==> src/rtl/serial_subtractor.sv <==
// Bit-serial subtractor: computes a - b LSB first, one bit per clock,
// with a single full-subtractor cell and a registered borrow.
module serial_subtractor #(
  parameter int WIDTH = 8
) (
  input  logic             clk,
  input  logic             rst_n,
  input  logic             start,
  input  logic [WIDTH-1:0] a,
  input  logic [WIDTH-1:0] b,
  output logic             busy,
  output logic             done,
  output logic [WIDTH-1:0] diff,
  output logic             borrow,
  output logic             ovf
);

  localparam int CW = (WIDTH > 1) ? $clog2(WIDTH) : 1;

  typedef enum logic {
    IDLE,
    BUSY
  } state_t;

  state_t           state_q, state_d;
  logic [WIDTH-1:0] a_sr_q, a_sr_d;
  logic [WIDTH-1:0] b_sr_q, b_sr_d;
  logic [WIDTH-1:0] r_sr_q, r_sr_d;
  logic [CW-1:0]    cnt_q, cnt_d;
  logic             br_q, br_d;
  logic             amsb_q, amsb_d;
  logic             bmsb_q, bmsb_d;
  logic [WIDTH-1:0] diff_q, diff_d;
  logic             borrow_q, borrow_d;
  logic             ovf_q, ovf_d;
  logic             done_q, done_d;

  logic x, y, d_bit, br_nx;

  // Full-subtractor cell on the current operand LSBs
  always_comb begin
    x     = a_sr_q[0];
    y     = b_sr_q[0];
    d_bit = x ^ y ^ br_q;
    br_nx = (~x & y) | (~(x ^ y) & br_q);
  end

  // Next-state and datapath updates; results move only on the last bit
  always_comb begin
    state_d  = state_q;
    a_sr_d   = a_sr_q;
    b_sr_d   = b_sr_q;
    r_sr_d   = r_sr_q;
    cnt_d    = cnt_q;
    br_d     = br_q;
    amsb_d   = amsb_q;
    bmsb_d   = bmsb_q;
    diff_d   = diff_q;
    borrow_d = borrow_q;
    ovf_d    = ovf_q;
    done_d   = 1'b0;
    unique case (state_q)
      IDLE: begin
        if (start) begin
          a_sr_d  = a;
          b_sr_d  = b;
          r_sr_d  = '0;
          cnt_d   = '0;
          br_d    = 1'b0;
          amsb_d  = a[WIDTH-1];
          bmsb_d  = b[WIDTH-1];
          state_d = BUSY;
        end
      end
      BUSY: begin
        a_sr_d = {1'b0, a_sr_q[WIDTH-1:1]};
        b_sr_d = {1'b0, b_sr_q[WIDTH-1:1]};
        r_sr_d = {d_bit, r_sr_q[WIDTH-1:1]};
        br_d   = br_nx;
        cnt_d  = cnt_q + 1'b1;
        if (cnt_q == CW'(WIDTH - 1)) begin
          diff_d   = {d_bit, r_sr_q[WIDTH-1:1]};
          borrow_d = br_nx;
          ovf_d    = (amsb_q ^ bmsb_q) & (d_bit ^ amsb_q);
          done_d   = 1'b1;
          state_d  = IDLE;
        end
      end
      default: state_d = IDLE;
    endcase
  end

  // State and datapath registers with synchronous active-low reset
  always_ff @(posedge clk) begin
    if (!rst_n) begin
      state_q  <= IDLE;
      a_sr_q   <= '0;
      b_sr_q   <= '0;
      r_sr_q   <= '0;
      cnt_q    <= '0;
      br_q     <= 1'b0;
      amsb_q   <= 1'b0;
      bmsb_q   <= 1'b0;
      diff_q   <= '0;
      borrow_q <= 1'b0;
      ovf_q    <= 1'b0;
      done_q   <= 1'b0;
    end else begin
      state_q  <= state_d;
      a_sr_q   <= a_sr_d;
      b_sr_q   <= b_sr_d;
      r_sr_q   <= r_sr_d;
      cnt_q    <= cnt_d;
      br_q     <= br_d;
      amsb_q   <= amsb_d;
      bmsb_q   <= bmsb_d;
      diff_q   <= diff_d;
      borrow_q <= borrow_d;
      ovf_q    <= ovf_d;
      done_q   <= done_d;
    end
  end

  assign busy   = (state_q == BUSY);
  assign done   = done_q;
  assign diff   = diff_q;
  assign borrow = borrow_q;
  assign ovf    = ovf_q;

endmodule

==> config.mk <==
export PLATFORM = sky130hd
export DESIGN_NAME = serial_subtractor
export DESIGN_NICKNAME = d
export VERILOG_FILES = /design/src/rtl/serial_subtractor.sv
export SDC_FILE = /design/constraint.sdc
export NUM_CORES = 1
export LEC_CHECK = 0
export BUFFER_PORTS_ARGS = -buffer_cell sky130_fd_sc_hd__buf_2
export CAP_MARGIN = 0
export CORE_ASPECT_RATIO = 0.7
export CORE_MARGIN = 2
export CORE_UTILIZATION = 55
export CTS_BUF_LIST = sky130_fd_sc_hd__clkbuf_16
export CTS_CLUSTER_SIZE = 30
export DETAILED_ROUTE_END_ITERATION = 16
export PLACE_DENSITY = 0.78
export RECOVER_POWER = 100
export SLEW_MARGIN = 10
export SYNTH_ARGS = -nofsm -noshare
export SYNTH_HDL_FRONTEND = slang
export SYNTH_SLANG_ARGS = --single-unit
export TNS_END_PERCENT = 1
==> constraint.sdc <==
create_clock -name clk -period 2.07 [get_ports clk]
set_input_delay 0.5175 -clock clk [delete_from_list [all_inputs] [get_ports clk]]
set_output_delay 0.5175 -clock clk [all_outputs]
set_load 0.1 [all_outputs]
==> metrics <==
setup_tns=0 ns; Die Area=0.003791 mm2; Slew Limit Fails=0; CP Launch Type=flip-flop; main area contributors after synthesis=dfxtp_1 (45%), mux2i_1 (10%), nand2_1 (6.4%); Mapped Area=0.001819 mm2; Final Hold Slack=0.4638 ns; Worst-path clk slew=0.06 ns; # DRC=0; sequential share of the synthesized area=45.12%; asr flop ratio synth=0%; Routed Wire Length=3149 um; Synth-to-Final Area Change=12.79%; # Post-CTS Setup Buffers=0; Switching Share=22.19%; area leader, netlist=dfxtp_1; post-CTS sizing=0; power share of the sequential group=49.1%; DRT iter0 DRCs=60; largest net degree at the start of global routing=56; Buf/Inv on CP=1; worst path cell trace=clkbuf_2; n_diodes=0; CTS root buf=clkbuf_16; GPL Wtd Cong=0.7414; CTS Hold Bufs=0; post-synthesis cell type count=31; minimum clock period=1.649 ns; relative slew slack=58.63%; pre-CTS setup slack=0.4277 ns; Yosys warning total=0; vias in the first global route=1223; Max-Cap Viols=0; I/O Pins=31; WL/cell=12.21 um; clock power share=42.0%; Vias/cell=5.233; Largest delay share family, worst path=buffers and inverters; H-tree depth=2; nets@finish=241; RSZ-0062 raised after global routing=false; met2 wire length=1539 um; combinational share of power=8.9%; clock tree sinks=41; met1 WL=1450 um; Req. time, crit path=1.55 ns; port bufs=30; Internal=1319 uW; CP arrival=1.13 ns; CTS max path bufs=2; syn nets=216; top-count cell post-synth=dfxtp_1; Max FO, Critical Path=2; Core Region=0.003148 mm2; via count=1350; initial antenna violation count=0; die height=52.12 um; fin crit share=79.67%; Leakage Power=0.0008476 uW; total CTS buffers=5; highest routed metal layer=met4; CP max stage delay=0.48 ns; layout cells sized above 1=17.27%; fmax=0.6064 GHz; flops & latches, synth=41; area share of the largest cell type after synthesis=45.12%; GRT Residual Overflow=0; Slew @ Worst Pin=0.6203 ns; total track usage=18.27%; WL met3=145 um; final clock skew=0.003964 ns; Post-synth EDFFs=0; total power=1695 uW; Die Wd=72.74 um; TritonRoute pass-1 iters=4; setup slack after layout=0.4208 ns; Mean Syn Cell Area=9.378 um2; Initial Util=57.79%; first-pass GRT wire length=5195 um; Final Hold Viols=0; outcome=finished, final reports clean; number of antenna-violating nets in the routed design=0; cell count after synthesis=194; CP max stage cell=clkbuf_2; Peak VDD IR=499.2 uV; Psw=376.1 uW; WS Path Type=reg -> out; TritonCTS clock tree=done; hold crit path type=reg -> reg; final setup fails=0; crit end category=output port; clk_lat worst skew=0.27 ns; Site Rows=17; Final HPWL DP=2077 um; synth cell count leaders=dfxtp_1 (41), nand2_1 (31), mux2i_1 (19); Pwr Density=826.0 mW/mm2; ys flop type=dfxtp_1
[final timing paths]
| kind | startpoint | to | slack, ns | depth (start not counted) |
|---|---|---|---|---|
| setup / recovery | busy$_SDFF_PN0_ | busy | 0.42 | 1 |
| hold / removal | diff[4]$_SDFFE_PN0P_ | diff[4]$_SDFFE_PN0P_ | 0.46 | 2 |
| setup reg to reg | cnt_q[0]$_SDFFE_PN0P_ | borrow$_SDFFE_PN0P_ | 0.44 | 5 |
| hold reg to reg | diff[4]$_SDFFE_PN0P_ | diff[4]$_SDFFE_PN0P_ | 0.46 | 2 |
[kinds of logic after synthesis]
kind of cell             synth area share (%)
AO/OA/AOI/OAI                           11.42
adder cells (fa/ha/maj)                 2.476
buffers and inverters                   7.152
flip-flops                              45.12
multiplexers                            10.45
AND/OR/NAND/NOR                         23.38
[layout make-up]
cell class | count | area (um2)
Clock buffer | 5 | 125.1
Clock inverter | 3 | 12.51
Fill cell | 266 | 1096
Inverter | 2 | 7.507
Multi-Input combinational cell | 137 | 864.6
Sequential cell | 41 | 820.8
Tap cell | 38 | 47.55
Timing Repair Buffer | 32 | 173.9
[power groups by stage]
stage               logic, uW  registers [uW]  clock network, uW
detailed placement        159             849                  0
finish                    151             832                712
floorplan                 122             854                  0
global route              171             834                763
CTS                       161             833                725
global placement          152             847                  0
[metrics by stage]
stage | area (um2) | util [%] | cells
after detailed placement | 1937 | 61.53 | 250
after global routing | 2052 | 65.18 | 258
after floorplan | 1819 | - | 194
final | 2052 | 65.18 | 258
after global placement | 1937 | 61.53 | 250
after CTS | 2074 | 65.90 | 258
[metal layers]
| metal | vias to the layer above | global-route usage (%) |
|---|---|---|
| li1 | 693 | - |
| met1 | 625 | 21.95 |
| met2 | 30 | 29.85 |
| met3 | 2 | 7.752 |
| met4 | 0 | 5.556 |
| met5 | - | 0 |
[state kept, by name, indices dropped and copies added (netlist names)]
signal  flops
cnt_q       3
borrow      1
done        1
br_q        1
busy        1
r_sr_q      7
ovf         1
amsb_q      1
a_sr_q      8
b_sr_q      8
diff        8
bmsb_q      1
[placed cells by master, fill, tap and decap left out, drive strengths merged]
cell type and count:
and2b 1, o21a 1, ha 2, nor3 1, o211a 1, a21boi 8, nor3b 10, nand2b 1
dfxtp 41, a21oi 11, o21ai 15, nand2 32, nor2 4, clkinv 3, buf 19, clkbuf 18
and3b 1, and2 15, nor2b 13, and3 1, inv 2, fa 1, mux2i 19
[tightest hold or removal path, stage by stage (launching register included)]
cell      delay (ns)
dfxtp_1         0.31
nand2_1         0.05
a21boi_1        0.05
(Power assumes the default switching activity.)
